## config.mk

```make
export PLATFORM = sky130hd
export DESIGN_NAME = shift_seq_flat
export DESIGN_NICKNAME = d
export VERILOG_FILES = /design/src/rtl/shift_seq_pkg.sv /design/src/rtl/shift_seq_if.sv /design/src/rtl/shift_seq.sv /design/src/flat_wrapper.sv
export SDC_FILE = /design/constraint.sdc
export NUM_CORES = 1
export LEC_CHECK = 0
export BUFFER_PORTS_ARGS = -buffer_cell sky130_fd_sc_hd__buf_2
export CAP_MARGIN = 20
export CORE_UTILIZATION = 25
export CTS_BUF_LIST = sky130_fd_sc_hd__clkbuf_16
export CTS_CLUSTER_SIZE = 28
export DETAILED_ROUTE_END_ITERATION = 16
export PLACE_DENSITY = 0.5
export SYNTH_ARGS = -nofsm -noshare
export SYNTH_HDL_FRONTEND = slang
export SYNTH_SLANG_ARGS = --single-unit
```

## constraint.sdc

```tcl
create_clock -name clk -period 3.2 [get_ports clk]
set_input_delay 0.16 -clock clk [delete_from_list [all_inputs] [get_ports clk]]
set_output_delay 0.16 -clock clk [all_outputs]
set_load 0.01 [all_outputs]
```

## src/rtl/shift_seq_pkg.sv

```systemverilog
// Shared types and constants for the multi-pass shift sequencer.
package shift_seq_pkg;

    localparam int DATA_W = 8;
    localparam int AMT_W  = 5;
    localparam int STEP_W = 3;
    localparam int PASS_W = 3;

    localparam logic [STEP_W-1:0] MAX_STEP = 3'd7;

    typedef enum logic [1:0] {
        IDLE  = 2'd0,
        SHIFT = 2'd1,
        DONE  = 2'd2
    } state_t;

    // Largest amount one shifter pass can take out of the remaining total.
    function automatic logic [STEP_W-1:0] step_of(input logic [AMT_W-1:0] rem);
        if (rem > AMT_W'(MAX_STEP)) begin
            return MAX_STEP;
        end
        return rem[STEP_W-1:0];
    endfunction

endpackage

```

## src/rtl/shift_seq_if.sv

```systemverilog
// Request, result and external barrel-shifter signals of the shift sequencer.
interface shift_seq_if;
    import shift_seq_pkg::*;

    // request side
    logic              in_valid;
    logic              in_ready;
    logic [DATA_W-1:0] in_data;
    logic [AMT_W-1:0]  in_amt;
    logic              in_dir;

    // result side
    logic              out_valid;
    logic              out_ready;
    logic [DATA_W-1:0] out_data;
    logic [PASS_W-1:0] out_passes;

    // external 8-bit barrel shifter
    logic [DATA_W-1:0] bs_inp;
    logic [STEP_W-1:0] bs_shamt;
    logic              bs_dir;
    logic [DATA_W-1:0] bs_out;

    // Environment: issues requests, consumes results, provides the shifter.
    modport master (
        output in_valid, in_data, in_amt, in_dir, out_ready, bs_out,
        input  in_ready, out_valid, out_data, out_passes, bs_inp, bs_shamt, bs_dir
    );

    // Sequencer side.
    modport slave (
        input  in_valid, in_data, in_amt, in_dir, out_ready, bs_out,
        output in_ready, out_valid, out_data, out_passes, bs_inp, bs_shamt, bs_dir
    );

endinterface

```

## src/rtl/shift_seq.sv

```systemverilog
// Shift sequencer: composes a 0..31 shift out of chained passes (at most 7
// each) through an external 8-bit barrel shifter, one pass per clock.
module shift_seq
    import shift_seq_pkg::*;
(
    input  logic        clk,
    input  logic        rst_n,
    shift_seq_if.slave  bus
);

    state_t            state;
    state_t            state_nxt;
    logic [DATA_W-1:0] acc;
    logic [AMT_W-1:0]  rem;
    logic [AMT_W-1:0]  rem_nxt;
    logic              dir;
    logic [PASS_W-1:0] passes;
    logic [STEP_W-1:0] step;
    logic              in_ready;
    logic              out_valid;

    // The per-pass amount depends only on registered state, never on inputs;
    // it is zero whenever no pass is in progress.
    assign step    = (state == SHIFT) ? step_of(rem) : '0;
    assign rem_nxt = rem - AMT_W'(step);

    // State register.
    always_ff @(posedge clk or negedge rst_n) begin
        if (!rst_n) begin
            state <= IDLE;
        end else begin
            state <= state_nxt;
        end
    end

    // Next-state and handshake decode.
    always_comb begin
        state_nxt = state;
        in_ready  = 1'b0;
        out_valid = 1'b0;
        case (state)
            IDLE: begin
                in_ready = 1'b1;
                if (bus.in_valid) begin
                    state_nxt = (bus.in_amt == '0) ? DONE : SHIFT;
                end
            end
            SHIFT: begin
                if (rem_nxt == '0) begin
                    state_nxt = DONE;
                end
            end
            DONE: begin
                out_valid = 1'b1;
                if (bus.out_ready) begin
                    state_nxt = IDLE;
                end
            end
            default: begin
                state_nxt = IDLE;
            end
        endcase
    end

    // Operand/amount capture on acceptance and per-pass accumulation.
    always_ff @(posedge clk or negedge rst_n) begin
        if (!rst_n) begin
            acc    <= '0;
            rem    <= '0;
            dir    <= 1'b0;
            passes <= '0;
        end else begin
            case (state)
                IDLE: begin
                    if (bus.in_valid) begin
                        acc    <= bus.in_data;
                        rem    <= bus.in_amt;
                        dir    <= bus.in_dir;
                        passes <= '0;
                    end
                end
                SHIFT: begin
                    acc    <= bus.bs_out;
                    rem    <= rem_nxt;
                    passes <= passes + PASS_W'(1);
                end
                default: begin
                end
            endcase
        end
    end

    assign bus.in_ready   = in_ready;
    assign bus.out_valid  = out_valid;
    assign bus.out_data   = acc;
    assign bus.out_passes = passes;
    assign bus.bs_inp     = acc;
    assign bus.bs_shamt   = step;
    assign bus.bs_dir     = dir;

endmodule

```

## src/flat_wrapper.sv

```systemverilog
// flat-port wrapper written by rule: the top's interface ports become plain ports
module shift_seq_flat import shift_seq_pkg::*;
  (clk, rst_n, bus_in_valid, bus_in_data, bus_in_amt, bus_in_dir, bus_out_ready, bus_bs_out, bus_in_ready, bus_out_valid, bus_out_data, bus_out_passes, bus_bs_inp, bus_bs_shamt, bus_bs_dir);
  shift_seq_if bus_i ();
  input  logic clk;
  input  logic rst_n;
  input wire logic [$bits(bus_i.in_valid)-1:0] bus_in_valid;
  input wire logic [$bits(bus_i.in_data)-1:0] bus_in_data;
  input wire logic [$bits(bus_i.in_amt)-1:0] bus_in_amt;
  input wire logic [$bits(bus_i.in_dir)-1:0] bus_in_dir;
  input wire logic [$bits(bus_i.out_ready)-1:0] bus_out_ready;
  input wire logic [$bits(bus_i.bs_out)-1:0] bus_bs_out;
  output wire logic [$bits(bus_i.in_ready)-1:0] bus_in_ready;
  output wire logic [$bits(bus_i.out_valid)-1:0] bus_out_valid;
  output wire logic [$bits(bus_i.out_data)-1:0] bus_out_data;
  output wire logic [$bits(bus_i.out_passes)-1:0] bus_out_passes;
  output wire logic [$bits(bus_i.bs_inp)-1:0] bus_bs_inp;
  output wire logic [$bits(bus_i.bs_shamt)-1:0] bus_bs_shamt;
  output wire logic [$bits(bus_i.bs_dir)-1:0] bus_bs_dir;
  assign bus_i.in_valid = bus_in_valid;
  assign bus_i.in_data = bus_in_data;
  assign bus_i.in_amt = bus_in_amt;
  assign bus_i.in_dir = bus_in_dir;
  assign bus_i.out_ready = bus_out_ready;
  assign bus_i.bs_out = bus_bs_out;
  assign bus_in_ready = bus_i.in_ready;
  assign bus_out_valid = bus_i.out_valid;
  assign bus_out_data = bus_i.out_data;
  assign bus_out_passes = bus_i.out_passes;
  assign bus_bs_inp = bus_i.bs_inp;
  assign bus_bs_shamt = bus_i.bs_shamt;
  assign bus_bs_dir = bus_i.bs_dir;
  shift_seq u_core (.clk(clk), .rst_n(rst_n), .bus(bus_i));
endmodule
```

Yosys cells after proc, flatten, opt, wreduce, memory -nomap -nowiden
Cells that the tools add are included.
W data, S select, Z words.
Word-level totals
  output and inout port bits: 25
  bits of input ports: 26
  logic and storage cells: 37
  register bits after elaboration: 19
Cells by class
  equality and inequality tests: 5
  order comparisons: 1
  add/sub/neg operators: 2
  reduce and logical (&&, ||, !) cells: 7
  mux-type cells: 17
Operator list (number)
  $pmux W8 S2: 1
  $mux W3: 4
  $logic_not A5 Y1: 2
  $pmux W5 S2: 1
  $mux W2: 4
  $mux W8: 1
  $ne A2 B2 Y1 const B: 3
  $pmux W2 S3: 1
  $pmux W3 S2: 1
  $gt A5 B3 Y1 const B: 1
  $mux W5: 1
  $sub A5 B3 Y5: 1
  $reduce_and A2 Y1: 2
  $add A3 B1 Y3 const B: 1
  $mux W1: 3
  $reduce_and A3 Y1: 1
  $eq A2 B1 Y1 const B: 1
  $eq A2 B2 Y1 const B: 1
  $logic_not A2 Y1: 1
  $reduce_bool A2 Y1: 1

Longest topological paths before layout
  depth in word-level cells: 8
  depth in mapped cells: 10
  depth with buffers taken out: 9

Worst setup path before layout
OpenSTA, ideal clock, no wires.
  path kind: register to register
  from: register u_core.state[1]
  to: register u_core.state[0]
  setup slack: 786 ps
  data required time: 3113 ps
  data arrival time: 2327 ps
  library setup time: 87 ps
  cell stages (with the launch flop): 11
  period minus slack after synthesis: 2414 ps
  buffers on the path: 1
  path through: dfrtp_1 buf_2 nand2b_1 nor2_1 ha_1 inv_1 fa_1 a211oi_4 xnor2_1 and3_1 a211oi_2
Between the ends
  cells in the longest elaborated chain, start to end: 6
  elaborated cells between the ends (all ways): 11
  classes of those cells: 1 x add/sub; 5 x eq/ne; 2 x mux; 3 x reduce/logical
RTL lines
  start, declared: RTL line shift_seq.sv:11  | state_t state;
  start signal, assigned: RTL line shift_seq.sv:32  | state <= state_nxt;
  $eq A2 B1 Y1: RTL line shift_seq.sv:24  | assign step = (state == SHIFT) ? step_of(rem) : '0;
  $mux W3: RTL line shift_seq.sv:24
  net bus_bs_shamt[0]: RTL line flat_wrapper.sv:18  | output wire logic [$bits(bus_i.bs_shamt)-1:0] bus_bs_shamt;
  $sub A5 B3 Y5: RTL line shift_seq.sv:25  | assign rem_nxt = rem - AMT_W'(step);
  $logic_not A5 Y1: RTL line shift_seq.sv:49  | if (rem_nxt == '0) begin
  $ne A2 B2 Y1 (no line)
  $reduce_and A3 Y1 (no line)
The timed path passes the listed nets, and every way through them passes these cells.
A chain may end at the register's enable or synchronous reset.

Worst setup path after layout
  from: register u_core.state[1]
  to: register u_core.state[0]
Between the ends
  cells in the longest elaborated chain, start to end: 6
  elaborated cells between the ends (all ways): 11
  classes of those cells: 1 x add/sub; 5 x eq/ne; 2 x mux; 3 x reduce/logical
RTL lines (RTL line)
  $eq A2 B1 Y1: shift_seq.sv:24, shift_seq.sv:41
  $mux W3: shift_seq.sv:24
  $sub A5 B3 Y5: shift_seq.sv:25
  $logic_not A5 Y1: shift_seq.sv:49
  $ne A2 B2 Y1 (no line)
  $reduce_and A3 Y1 (no line)
Several ways; a longest one is shown, not always the timed one.

==> impl_metrics.ini <==
[outcome]
status = complete, no violations

[yosys]
synthCells = 134
yosys.cell_types.count = 33
ys_async_sr_fraction = 1.00
synth_edf_count = 0
synth_nets = 165
synth_most_common_cell = dfrtp_1
netlist_area_um2 = 1230
ys_seq_area_frac = 0.388
yosysWarnings = 0
ys_ff_latch = 19
netlist.area_leader.share = 0.388
synth_area_leaders = dfrtp_1 39%, a21oi_1 6.5%, o21ai_0 5.7%
synth.avg_cell_area_um2 = 9.15
ys_dominant_reg_cell = dfrtp_1
synth_common_cells = 19 x dfrtp_1, 16 x a21oi_1, 14 x o21ai_0, 10 x nor2b_1
yosysTopAreaCell = dfrtp_1

[cells_and_area]
multi_input_area_um2 = 624
fillers = 511
final_util = 0.332
antennaDiodeCount = 0
synthToLayoutAreaGrowth_pct = 27.9
drive_above_1_share = 0.347
stdcell_area_um2 = 1570
seq_area_um2 = 475
num-nets-final = 208
fin_cells = 243

[timing]
setup_viol = 0
fin_worst_skew_ps = 2.21
slew_headroom = 0.543
maxSlewViolCount = 0
rsz0062_at_grt = no
clock.fmax_mhz = 405
worst_slew_pin_slew_ps = 684
fin_tns_setup_ps = 0
timing.final.hold_violations = 0
min_period_over_period = 0.771
finalCriticalPeriod_ps = 2470

[critical_path]
worstPathRequired_ps = 3370
cpPeakStageDelay_ps = 510
slowest_stage = dfrtp_1
arrival_ps = 2630
path_buf_inv = 1
worstSetupStartpointType = register
end_kind = register
cp_top_family = adder cells
worstSetupPathType = reg -> reg
cp_cell_sequence = nand2b_1 > nor2_1 > ha_1 > inv_1 > fa_1 > a211oi_4 > xnor2_1 > and3_1 > a211oi_2
cp_max_fo = 11

[global_route]
overflow = 0
grt_pass1_vias = 1023
grt_pass1_wl_um = 5020
grt_usage = 0.125
antenna_found_initial = 0
grt_max_degree = 20

[power_and_ir_drop]
vdd_drop_max_mv = 0.372
p_leak_nw = 0.754
power_density_nw_per_um2 = 1130
p_total_mw = 1.77

[drt]
first_iter_violations = 38
drt-wirelength-per-cell_um = 12.9
vias = 1095
drc = 0
drtAntennaViolNets = 0
dr.pass1.iters = 4
viasPerCell = 4.51
drt-total-wl_um = 3140

[die]
num_io_pins = 51
die_x_um = 72.0
die_area_um2 = 5190
core_um2 = 4720
start_util = 0.260
die_h_um = 72.0
rows = 25

[placement]
dp_hpwl_um = 2380
dp_cells = 238
place_congestion = 0.820
post_dp_cell_area_um2 = 1480
io_buffers = 50

[hold_path]
hold_class = in -> reg

[cts]
cts_tree = done
cts-htree-levels = 1
numCtsBuffers = 3
clock_latency_ps = 250
root_buffer = clkbuf_16
clk_pin_slew_ps = 60
cts_buffer_depth = 2
cts.sinks = 19

[run]
maxCapViolCount = 0
-- layer usage --
layer | vias to the layer above | track usage | share of wire
li1 | 550 | - | -
met5 | - | 0 | 0
met3 | 2 | 0.0236 | 0.032
met2 | 22 | 0.180 | 0.47
met4 | 0 | 0.0479 | 0.0073
met1 | 521 | 0.185 | 0.49
-- state kept, by name (all words and copies together) (netlist names) --
name	count
u_core.bus.bs_inp	8
u_core.rem	5
u_core.bus.out_passes	3
u_core.state	2
u_core.bus.bs_dir	1
-- final timing paths --
| check | start | end | slack (ps) | cells past startpoint |
|---|---|---|---|---|
| hold reg to reg | u_core.bus.bs_dir | u_core.bus.bs_dir | 500 | 1 |
| min in group asynchronous | rst_n | u_core.bus.bs_inp[5] | 390 | 2 |
| setup / recovery | u_core.state[1] | u_core.state[0] | 730 | 9 |
| hold / removal | bus_bs_out[4] | u_core.bus.bs_inp[4] | 140 | 3 |
| max in group asynchronous | rst_n | u_core.rem[0] | 2490 | 2 |
| setup reg to reg | u_core.state[1] | u_core.state[0] | 730 | 9 |
-- cell usage in the layout, fill, tap and decap left out, types with 3 or more instances in the layout --
cell type / Yosys / layout
nor2b_1: 10 / 10
clkbuf_16: 0 / 3
a21oi_1: 16 / 16
buf_2: 5 / 50
o21ai_0: 14 / 14
nand2b_1: 5 / 5
nor3_1: 4 / 4
inv_1: 6 / 7
buf_4: 8 / 3
nand2_1: 6 / 6
dfrtp_1: 19 / 19
a22oi_1: 8 / 8
ha_1: 4 / 4
nor2_1: 5 / 5
-- report_power, final --
| part | internal, mW | total [mW] | switching, mW |
|---|---|---|---|
| Sequential | 0.349 | 0.468 | 0.118 |
| Combinational | 0.470 | 1.04 | 0.574 |
| Clock | 0.166 | 0.257 | 0.0910 |
-- stage by stage --
stage	hold WS (ps)	worst slack, ps
6_report	141	732
5_1_grt	138	558
4_1_cts	137	734
3_5_place_dp	133	746
3_3_place_gp	132	804
2_1_floorplan	-136	786
-- timing repair --
item,4_1_cts,5_1_grt
hold buffers,1,0
resized for setup,0,0
setup buffers,0,0
hold endpoints to repair,19,0
-- worst reg2reg max path, stage by stage, from the launching register on --
cell,delay (ps)
dfrtp_1,510
nand2b_1,260
nor2_1,160
ha_1,200
inv_1,60
fa_1,430
a211oi_4,260
xnor2_1,120
and3_1,190
a211oi_2,200
-- final cells by class --
cell class / instances / share of cell area
Multi-Input combinational cell: 93 / 0.398
Inverter: 6 / 0.0144
Clock buffer: 3 / 0.0479
Tap cell: 67 / 0.0535
Timing Repair Buffer: 54 / 0.180
Clock inverter: 1 / 0.00239
Sequential cell: 19 / 0.303
-- cell families (layout without fill, tap and decap cells) --
group                      Yosys count  after routing  synth area share
muxes                                2              2            0.0173
buffers and inverters               22             64             0.103
and+or+nand+nor                     37             37             0.169
adders and majority gates            5              5            0.0571
xor gates and xnor gates             3              3            0.0214
DFF                                 19             19             0.388
AOI/OAI and AO/OA                   46             46             0.244
Power figures use the tool's default switching activity.
